$ cat src/rtl/enemy_pass_scheduler.sv
// Enemy pass scheduler: each accepted frame_tick walks the plane slots, running
// load/erase/move/draw per visible slot on the shared datapath. Macro PASS_RATE_DIV_EN adds the tick divider.
module enemy_pass_scheduler #(
  parameter int MAX_PLANES = 10
) (
  input  logic                  clk,
  input  logic                  reset_n,
  input  logic                  frame_tick,
  input  logic [3:0]            plane_amount,
  input  logic [MAX_PLANES-1:0] active,
  input  logic [1:0]            flying_rate,
  input  logic                  dp_done,
  output logic [3:0]            plane_sel,
  output logic [1:0]            op,
  output logic [2:0]            colour,
  output logic                  load_coord,
  output logic                  dp_go,
  output logic                  move_en,
  output logic                  busy,
  output logic                  pass_done,
  output logic                  overrun
);

  typedef enum logic [3:0] {
    IDLE, SCAN, LOAD, ERASE, WAIT_E, MOVE, DRAW, WAIT_D, DONE
  } state_t;

  localparam logic [3:0] LP_MAX  = 4'(MAX_PLANES);
  localparam logic [3:0] LP_LAST = 4'(MAX_PLANES - 1);

  state_t     r_state;
  state_t     w_next;
  logic [3:0] r_index;
  logic [3:0] r_count;
  logic [3:0] w_count;
  logic       r_overrun;
  logic       w_accept;
  logic       w_activeBit;

`ifdef PASS_RATE_DIV_EN
  logic [1:0] r_rateCnt;

  assign w_accept = frame_tick && (r_rateCnt == flying_rate);

  always_ff @(posedge clk or negedge reset_n) begin
    if (!reset_n) begin
      r_rateCnt <= 2'd0;
    end else if (frame_tick) begin
      r_rateCnt <= w_accept ? 2'd0 : r_rateCnt + 2'd1;
    end
  end
`else
  logic w_unusedRate;

  assign w_accept     = frame_tick;
  assign w_unusedRate = ^flying_rate;
`endif

  assign w_count     = (plane_amount > LP_MAX) ? LP_MAX : plane_amount;
  assign w_activeBit = (r_index < LP_MAX) ? active[r_index] : 1'b0;

  always_ff @(posedge clk or negedge reset_n) begin
    if (!reset_n) begin
      r_state <= IDLE;
    end else begin
      r_state <= w_next;
    end
  end

  always_comb begin
    w_next = r_state;
    case (r_state)
      IDLE:    if (w_accept) w_next = SCAN;
      SCAN: begin
        if (r_index == r_count) begin
          w_next = DONE;
        end else if (w_activeBit) begin
          w_next = LOAD;
        end
      end
      LOAD:    w_next = ERASE;
      ERASE:   w_next = WAIT_E;
      WAIT_E:  if (dp_done) w_next = MOVE;
      MOVE:    w_next = DRAW;
      DRAW:    w_next = WAIT_D;
      WAIT_D:  if (dp_done) w_next = SCAN;
      DONE:    w_next = IDLE;
      default: w_next = IDLE;
    endcase
  end

  // Slot index and pass length are latched at pass start; overrun flags a tick that lands mid-pass.
  always_ff @(posedge clk or negedge reset_n) begin
    if (!reset_n) begin
      r_index   <= 4'd0;
      r_count   <= 4'd0;
      r_overrun <= 1'b0;
    end else begin
      r_overrun <= w_accept && (r_state != IDLE);
      case (r_state)
        IDLE: begin
          if (w_accept) begin
            r_index <= 4'd0;
            r_count <= w_count;
          end
        end
        SCAN:    if ((r_index != r_count) && !w_activeBit) r_index <= r_index + 4'd1;
        WAIT_D:  if (dp_done) r_index <= r_index + 4'd1;
        default: ;
      endcase
    end
  end

  // The end-of-pass index can reach MAX_PLANES, so the exported slot is clamped to the last real slot.
  always_comb begin
    plane_sel  = 4'd0;
    op         = 2'b00;
    colour     = 3'b000;
    load_coord = 1'b0;
    dp_go      = 1'b0;
    move_en    = 1'b0;
    busy       = (r_state != IDLE);
    pass_done  = 1'b0;
    overrun    = r_overrun;
    if (r_state != IDLE) begin
      plane_sel = (r_index > LP_LAST) ? LP_LAST : r_index;
    end
    case (r_state)
      LOAD:    load_coord = 1'b1;
      ERASE: begin
        dp_go = 1'b1;
        op    = 2'b01;
      end
      WAIT_E:  op = 2'b01;
      MOVE:    move_en = 1'b1;
      DRAW: begin
        dp_go  = 1'b1;
        op     = 2'b10;
        colour = 3'b111;
      end
      WAIT_D: begin
        op     = 2'b10;
        colour = 3'b111;
      end
      DONE:    pass_done = 1'b1;
      default: ;
    endcase
  end

endmodule

$ cat config.mk
export PLATFORM = sky130hd
export DESIGN_NAME = enemy_pass_scheduler
export DESIGN_NICKNAME = d
export VERILOG_FILES = /design/src/rtl/enemy_pass_scheduler.sv
export SDC_FILE = /design/constraint.sdc
export NUM_CORES = 1
export LEC_CHECK = 0
export CORE_ASPECT_RATIO = 0.7
export CORE_UTILIZATION = 40
export DETAILED_ROUTE_END_ITERATION = 6
export GPL_TIMING_DRIVEN = 1
export HOLD_SLACK_MARGIN = 0.15
export PLACE_DENSITY = 0.72
export SLEW_MARGIN = 10
export SYNTH_ARGS = -nofsm -noshare
export SYNTH_HDL_FRONTEND = slang
export SYNTH_SLANG_ARGS = --single-unit
$ cat constraint.sdc
create_clock -name clk -period 3.9 [get_ports clk]
set_input_delay 0.585 -clock clk [delete_from_list [all_inputs] [get_ports clk]]
set_output_delay 0.585 -clock clk [all_outputs]
set_load 0.01 [all_outputs]
Word-level counts from Yosys, hierarchy flattened

Cells that the tools add are included.

Bits in registers: 13
Latch bits: 0
Bits in writable memories: 0
Memory bits (read-only): 0
Bits of input ports: 20
Output and inout bits: 15
Logic and storage cells: 58
Memories: 0

$add $sub $neg: 1
Multiply operators: 0
Divide/modulo/power cells: 0
Magnitude comparators: 4
Equal/unequal tests: 15
Shift-type cells: 0
Mux-type cells: 22
Bitwise operators: 0
Reduce and logical (&&, ||, !) cells: 12

Operators by type and width:

| operator            | count |
|---|---|
| $mux 4              | 11 |
| $pmux 4 s8          | 1 |
| $eq 4x3->1 const B  | 4 |
| $pmux 4 s3          | 1 |
| $eq 4x2->1 const B  | 2 |
| $gt 4x4->1 const B  | 2 |
| $ne 2x2->1 const B  | 4 |
| $reduce_and 4->1    | 2 |
| $mux 1              | 6 |
| $reduce_or 2->1     | 3 |
| $lt 4x5->1 const B  | 1 |
| $add 4x1->4 const B | 1 |
| $bmux 1 s4          | 1 |
| $eq 4x1->1 const B  | 1 |
| $eq 4x4->1          | 1 |
| $eq 4x4->1 const B  | 1 |
| $logic_not 4->1     | 1 |
| $lt 4x4->1 const B  | 1 |
| $ne 4x4->1          | 1 |
| $pmux 2 s2          | 1 |
| $reduce_bool 4->1   | 1 |
| $mux 3              | 1 |
| $ne 3x3->1 const B  | 1 |
| $reduce_bool 3->1   | 1 |
| 3 further kinds     | 4 |

Depth between registers and ports, before layout

Gate-level depths: netlist of the first run.

Depth after elaboration: 7
Depth in mapped cells: 7
Mapped depth without buffers: 6

Worst setup path after synthesis of the first run

OpenSTA, ideal clock, no wires.

Path kind: register to output
Start: reg r_state[2]
End: out plane_sel[1]
Data arrival time: 1.414 ns
Data required time: 3.315 ns
Slack: 1.901 ns
Cell stages (with the launch flop): 5
Path buffers: 1
Cells stage by stage: dfrtp_1 > clkbuf_8 > nor4_2 > inv_1 > and3_2

Longest elaborated chain between the ends: 2

RTL lines:

| what                     | line | source |
|---|---|---|
| start: declaration       | 31   | `state_t r_state;` |
| start signal: assignment | 66   | `r_state <= w_next;` |
| $reduce_bool 4->1        | -    |  |
| named net busy           | 19   | `output logic busy,` |
| $mux 4                   | 125  | `if (r_state != IDLE) begin` |
| end: declaration         | 13   | `output logic [3:0] plane_sel,` |

The timed path passes the listed nets, and every way through them passes these cells.

Final worst setup path of the first run

Start: reg r_state[2]
End: out plane_sel[1]

Longest elaborated chain between the ends: 2

RTL lines:

| what              | line |
|---|---|
| $reduce_bool 4->1 | 125 |
| $mux 4            | 125 |

Every way passes these cells.

==> results of run 1 <==
==> cells in the final DEF (no fill, tap or decap), types with 2 or more instances in the layout <==
cell type / instances
sky130_fd_sc_hd__a21oi_1: 6
sky130_fd_sc_hd__clkbuf_8: 3
sky130_fd_sc_hd__clkdlybuf4s50_1: 32
sky130_fd_sc_hd__dfrtp_1: 13
sky130_fd_sc_hd__ha_1: 3
sky130_fd_sc_hd__inv_1: 4
sky130_fd_sc_hd__inv_2: 2
sky130_fd_sc_hd__mux2i_1: 6
sky130_fd_sc_hd__nand2_1: 12
sky130_fd_sc_hd__nand2b_1: 4
sky130_fd_sc_hd__nand3_1: 4
sky130_fd_sc_hd__nand4_1: 3
sky130_fd_sc_hd__nor2_1: 12
sky130_fd_sc_hd__nor2b_1: 2
sky130_fd_sc_hd__nor3_1: 5
sky130_fd_sc_hd__o21ai_0: 8
sky130_fd_sc_hd__o31a_1: 2
sky130_fd_sc_hd__xnor2_1: 5
==> area by class of cell <==
cell class	count	share of cell area
Multi-Input combinational cell	92	0.449
Sequential cell	13	0.236
Timing Repair Buffer	32	0.232
Clock buffer	4	0.0326
Tap cell	34	0.0308
Inverter	7	0.0199
==> cell families (layout without fill, tap and decap cells) <==
| logic type | count (synthesis) | in the layout | synth area share |
|---|---|---|---|
| compound gates | 25 | 25 | 0.175 |
| xor+xnor | 5 | 5 | 0.0413 |
| fa+ha+maj | 3 | 3 | 0.0354 |
| buf+inv | 16 | 43 | 0.107 |
| flops | 13 | 13 | 0.307 |
| mux | 7 | 7 | 0.0673 |
| simple gates | 52 | 52 | 0.267 |
==> power by group through the flow <==
stage	clock, mW	sequential, mW	combinational, mW
5_1_grt	0.131	0.329	0.643
6_report	0.122	0.315	0.585
3_3_place_gp	0	0.310	0.575
2_1_floorplan	0	0.226	0.499
4_1_cts	0.124	0.313	0.590
3_5_place_dp	0	0.316	0.587
==> final timing paths <==
kind	to	start	slack, ns	cells past startpoint
max	plane_sel[1]	r_state[2]	1.01	4
min	r_count[0]	r_count[0]	0.51	2
max reg2reg	r_index[2]	r_index[3]	1.88	6
min reg2reg	r_count[0]	r_count[0]	0.51	2
max in group asynchronous	r_count[1]	reset_n	2.78	1
min in group asynchronous	r_index[0]	reset_n	0.73	1
==> metrics by stage <==
step	hold WS (ns)	utilization	setup slack [ns]	total power [mW]	cell area (µm²)
after CTS	0.516	0.558	1.01	1.03	1380
after global routing	0.538	0.558	0.885	1.10	1380
final	0.512	0.558	1.01	1.02	1380
after floorplan	0.289	-	1.90	0.725	1060
after global placement	0.490	0.539	1.32	0.885	1340
after detailed placement	0.504	0.539	1.28	0.903	1340
==> sequential cells by signal, summed over array words and instances, names as in the netlist <==
name / flops
r_state: 4
overrun: 1
r_count: 4
r_index: 4
==> worst max-delay path, stage by stage, from the launching register on <==
cell                              delay, ns
sky130_fd_sc_hd__dfrtp_1               0.57
sky130_fd_sc_hd__nor4_2                0.69
sky130_fd_sc_hd__inv_1                 0.12
sky130_fd_sc_hd__and3_2                0.22
sky130_fd_sc_hd__clkdlybuf4s50_1       0.47
==> metal layers <==
layer	vias up	wire length (µm)
met4	0	24
met2	28	1050
met1	446	1170
met5	-	0
met3	2	155
li1	479	-
==> impl_metrics.py, run 1 <==
metrics = {
    "status": {
        "outcome": "complete, no violations",
    },
    "sta": {
        "worstMarginPinSlew_ns": 0.646,
        "setup-tns-final_ns": 0,
        "slew_headroom": 0.566,
        "layout_min_cycle_time_ns": 2.89,
        "skew_ns": 0.00250,
        "grt_setup_unrepaired": "false",
        "setup_viol": 0,
        "maxClockFrequency_mhz": 345,
        "final_report_hold_violation_count": 0,
        "timing_max_transition_violations_final": 0,
        "timing.final.crit_share": 0.742,
    },
    "synth": {
        "synthTopCellsByArea": "sky130_fd_sc_hd__dfrtp_1, sky130_fd_sc_hd__mux2i_1, sky130_fd_sc_hd__nand2_1, sky130_fd_sc_hd__nor2_1, sky130_fd_sc_hd__xnor2_1",
        "yosysWarnings": 0,
        "synth_most_common_cell": "sky130_fd_sc_hd__dfrtp_1",
        "syn-mean-instance-area_um2": 8.76,
        "synth_fp_nets": 144,
        "yosysSeqAreaShare": 0.307,
        "ys_ff_latch": 13,
        "ys.flop_type": "sky130_fd_sc_hd__dfrtp_1",
        "synth_commonest_cells": "sky130_fd_sc_hd__dfrtp_1, sky130_fd_sc_hd__nand2_1, sky130_fd_sc_hd__nor2_1, sky130_fd_sc_hd__o21ai_0",
        "netlist_instances": 121,
        "synthDistinctLibCells": 41,
        "synth-async-reset-ratio": 1.00,
        "mapped_area_mm2": 0.00106,
        "synth_top_cell_area_share": 0.307,
        "synthDominantAreaCellType": "sky130_fd_sc_hd__dfrtp_1",
        "synth_edf_count": 0,
    },
    "clocking": {
        "tritoncts_clock_tree": "done",
        "clock_sink_count": 13,
        "root_buffer": "sky130_fd_sc_hd__clkbuf_8",
        "cts_max_path_buffers": 2,
        "clk_pin_slew_ns": 0.06,
        "cts-resized-gates": 0,
        "post-cts-setup-buffers": 0,
        "cts_made_buffers": 3,
        "insertion_delay_ns": 0.24,
        "htreeDepth": 1,
        "postCtsHoldBufs": 0,
    },
    "route": {
        "postRouteWirelength_mm": 2.40,
        "drcViolationCount": 0,
        "detailedRoute.firstIterationViolations": 28,
        "avgViaCountPerCell": 5.25,
        "firstDrtPassIters": 4,
        "drt.antenna.violating_nets": 0,
        "via_count": 955,
        "wire_per_inst_um": 13.2,
    },
    "grt": {
        "grt_use_met3": 0.0303,
        "use_met1": 0.254,
        "grt_pass1_wl_mm": 3.82,
        "met2_usage": 0.257,
        "gr-max-usage-layer": "met2",
        "number_of_antenna_violations_at_the_first_check_in_global_routing": 0,
        "grt_overflow": 0,
        "number_of_global_route_vias_before_repair": 817,
        "grt_util_all_layers": 0.176,
        "grt_start_max_net_pins": 15,
    },
    "floorplanning": {
        "starting_utilization_of_the_core_area": 0.428,
        "fp.dieH_um": 45.1,
        "total_die_area_mm2": 0.00286,
        "rows": 15,
        "core_area_mm2": 0.00248,
        "ios": 35,
        "die_x_um": 63.5,
    },
    "power_and_ir_drop": {
        "leakagePower_nw": 0.562,
        "ir_worst_vdd_mv": 0.289,
        "power.combinational.fraction": 0.572,
        "fraction_of_power_consumed_by_sequential_logic": 0.309,
        "power.clock.fraction": 0.120,
        "power.switching_fraction": 0.436,
        "cellPowerDensity_mw_per_mm2": 740,
        "cell_internal_pwr_mw": 0.577,
        "p_sw_mw": 0.446,
    },
    "placed_design": {
        "placed_cells_incl_taps": 178,
        "portBuffers": 32,
        "dpl.hpwl_mm": 1.80,
        "gpl.final_weighted_congestion": 0.885,
    },
    "cells_and_area": {
        "n_fill_cell": 237,
        "antenna-diode-count": 0,
        "final_layout_size_suffix_gt1_frac": 0.101,
        "areaGrowthSynthToFinish_pct": 30.3,
        "layout.area.seq_um2": 325,
        "multi_input_comb_area_um2": 621,
        "design.final.nets": 172,
        "layoutNonFillerInstCount": 182,
    },
    "setup_path": {
        "cp.arrival_ns": 2.31,
        "critPathRequiredTime_ns": 3.31,
        "path_class": "register to output port",
        "critPathLaunchType": "register",
        "path_max_fanout": 14,
        "timing.critical_path.to_type": "output port",
    },
    "job": {
        "count_of_max_cap_constraint_violations": 0,
    },
    "min_path": {
        "min_path_type": "register to register",
    },
}
(Power assumes the default switching activity.)
==> run 2: changes to the inputs <==
- PLACE_DENSITY: 0.72 -> 0.75
- clock period: 3.9 -> 2.3 ns (I/O delays scaled with it)
==> run 2 against run 1 <==
Net effect: non-clock buffer count up 6; critical path depth unchanged; power grew 75%; critical endpoint unchanged; worst hold slack worse by 0.034 ns; clock-buffer cell count stayed put; register-to-register slack worse by 1.6 ns; highest routed layer unchanged; clock power up 61%; largest cell class unchanged; first-iteration DRC count is 140% higher.
==> impl_metrics.py, run 2 (synthesis gave the netlist of run 1 again) <==
metrics = {
    "grt": {
        "grt_util_all_layers": 0.175,
        "grt_start_max_net_pins": 14,
        "number_of_global_route_vias_before_repair": 869,
        "number_of_antenna_violations_at_the_first_check_in_global_routing": 0,
        "grt_overflow": 0,
        "grt_pass1_wl_mm": 3.77,
    },
    "clocking": {
        "cts_max_path_buffers": 2,
        "htreeDepth": 1,
        "cts_made_buffers": 3,
        "clock_sink_count": 13,
        "insertion_delay_ns": 0.24,
        "tritoncts_clock_tree": "done",
        "root_buffer": "sky130_fd_sc_hd__clkbuf_8",
        "clk_pin_slew_ns": 0.05,
    },
    "setup_path": {
        "cp.arrival_ns": 1.82,
        "timing.critical_path.to_type": "output port",
        "path_max_fanout": 7,
        "path_class": "register to output port",
        "cp_slowest_cell": "sky130_fd_sc_hd__dfrtp_1",
        "crit_path_cell_trace": "nor4_2 > inv_1 > and3_2 > clkdlybuf4s50_1",
        "critPathRequiredTime_ns": 1.96,
        "critPathLaunchType": "register",
        "cpLargestDelayFamily": "buffers and inverters",
        "worst_path_largest_cell_delay_ns": 0.49,
        "crit_buf_inv": 2,
    },
    "floorplanning": {
        "total_die_area_mm2": 0.00286,
        "fp.dieH_um": 45.1,
        "die_x_um": 63.5,
        "core_area_mm2": 0.00248,
        "rows": 15,
        "starting_utilization_of_the_core_area": 0.428,
        "ios": 35,
    },
    "route": {
        "firstDrtPassIters": 4,
        "via_count": 1008,
        "drt.antenna.violating_nets": 0,
        "postRouteWirelength_mm": 2.43,
        "avgViaCountPerCell": 5.36,
        "drcViolationCount": 0,
        "wire_per_inst_um": 12.9,
        "detailedRoute.firstIterationViolations": 68,
    },
    "placed_design": {
        "portBuffers": 32,
        "dpl.hpwl_mm": 1.91,
        "gpl.final_weighted_congestion": 0.896,
    },
    "power_and_ir_drop": {
        "power.clock.fraction": 0.110,
        "cellPowerDensity_mw_per_mm2": 1250,
        "leakagePower_nw": 0.591,
        "fraction_of_power_consumed_by_sequential_logic": 0.276,
        "totalPowerFinal_mw": 1.79,
        "power.switching_fraction": 0.429,
        "ir_worst_vdd_mv": 0.660,
        "cell_internal_pwr_mw": 1.02,
        "p_sw_mw": 0.768,
        "power.combinational.fraction": 0.614,
    },
    "cells_and_area": {
        "mostFrequentLayoutCell": "sky130_fd_sc_hd__clkdlybuf4s50_1",
        "layout.cells.most_common_list": "sky130_fd_sc_hd__clkdlybuf4s50_1, sky130_fd_sc_hd__nand2_1, sky130_fd_sc_hd__dfrtp_1",
        "fin_util": 0.577,
        "n_fill_cell": 230,
        "antenna-diode-count": 0,
        "design.final.nets": 178,
        "final_layout_size_suffix_gt1_frac": 0.156,
        "largestRegisters": "r_count: 4 flops, r_index: 4 flops, r_state: 4 flops",
        "areaGrowthSynthToFinish_pct": 34.9,
    },
    "sta": {
        "timing.final.crit_share": 0.939,
        "grt_setup_unrepaired": "false",
        "skew_ns": 0.00337,
        "setup-tns-final_ns": 0,
        "slew_headroom": 0.610,
        "maxClockFrequency_mhz": 463,
        "timing_max_transition_violations_final": 0,
        "setup_viol": 0,
        "final_report_hold_violation_count": 0,
        "worstMarginPinSlew_ns": 0.583,
        "layout_min_cycle_time_ns": 2.16,
    },
    "job": {
        "count_of_max_cap_constraint_violations": 0,
    },
    "min_path": {
        "min_path_type": "primary input to asynchronous set/reset pin",
    },
    "status": {
        "outcome": "complete, no violations",
    },
}
[run 2: cell types whose count changed in the layout (fill, tap and decap cells not counted), sizes merged]
cell / change
buf: +6
[run 2: worst reg2reg max path: cells and delay by family, from the launching register on]
| kind | cells | cell delay, ns |
|---|---|---|
| muxes | 1 | 0.15 |
| AOI/OAI and AO/OA | 4 | 0.96 |
| and+or+nand+nor | 1 | 0.09 |
| DFF | 1 | 0.42 |
| buffers and inverters | 2 | 0.31 |
[run 2: final timing paths]
check                           start      endpoint  slack (ns)  depth (start not counted)
max                        r_state[2]  plane_sel[1]        0.14                          4
min                           reset_n    r_state[1]        0.48                          1
max reg2reg                r_index[0]    r_index[2]        0.25                          8
min reg2reg                r_count[0]    r_count[0]        0.51                          2
max in group asynchronous     reset_n    r_index[0]        1.41                          1
min in group clk           r_count[0]    r_count[0]        0.51                          2
[run 2: timing repair]
item                       CTS  global route
gates resized for setup      2             2
setup buffers                0             1
hold buffers                 0             0
setup endpoints to repair    2             4
[run 2: through the flow]
step                      std cells  area, µm²  setup WS [ns]  hold slack, ns
after floorplan                 121       1060          0.541          0.0494
after detailed placement        183       1370          0.184           0.509
after global routing            188       1430         0.0379           0.520
final                           188       1430          0.139           0.478
after CTS                       187       1420         0.0159           0.492
after global placement          183       1370          0.211           0.492
[run 2: cell type report]
class,count,area (µm²),share of cell area
multi-input cells,92,623,0.436
flip-flops and latches,13,327,0.228
well taps,34,42.5,0.0297
clock buffers,4,45.0,0.0315
inverters,7,27.5,0.0192
repair buffers,38,365,0.255
[run 2: power groups by stage]
stage               Clock, mW  Sequential [mW]  Combinational (mW)
global route            0.217            0.512                1.21
floorplan                   0            0.382               0.847
CTS                     0.205            0.499                1.08
finish                  0.197            0.494                1.10
global placement            0            0.489                1.05
detailed placement          0            0.500                1.08
[run 2: metal layers]
metal | global-route usage | share of wire
met1 | 0.230 | 0.47
met3 | 0.0379 | 0.072
met5 | 0 | 0
met4 | 0.0727 | 0.012
met2 | 0.285 | 0.45
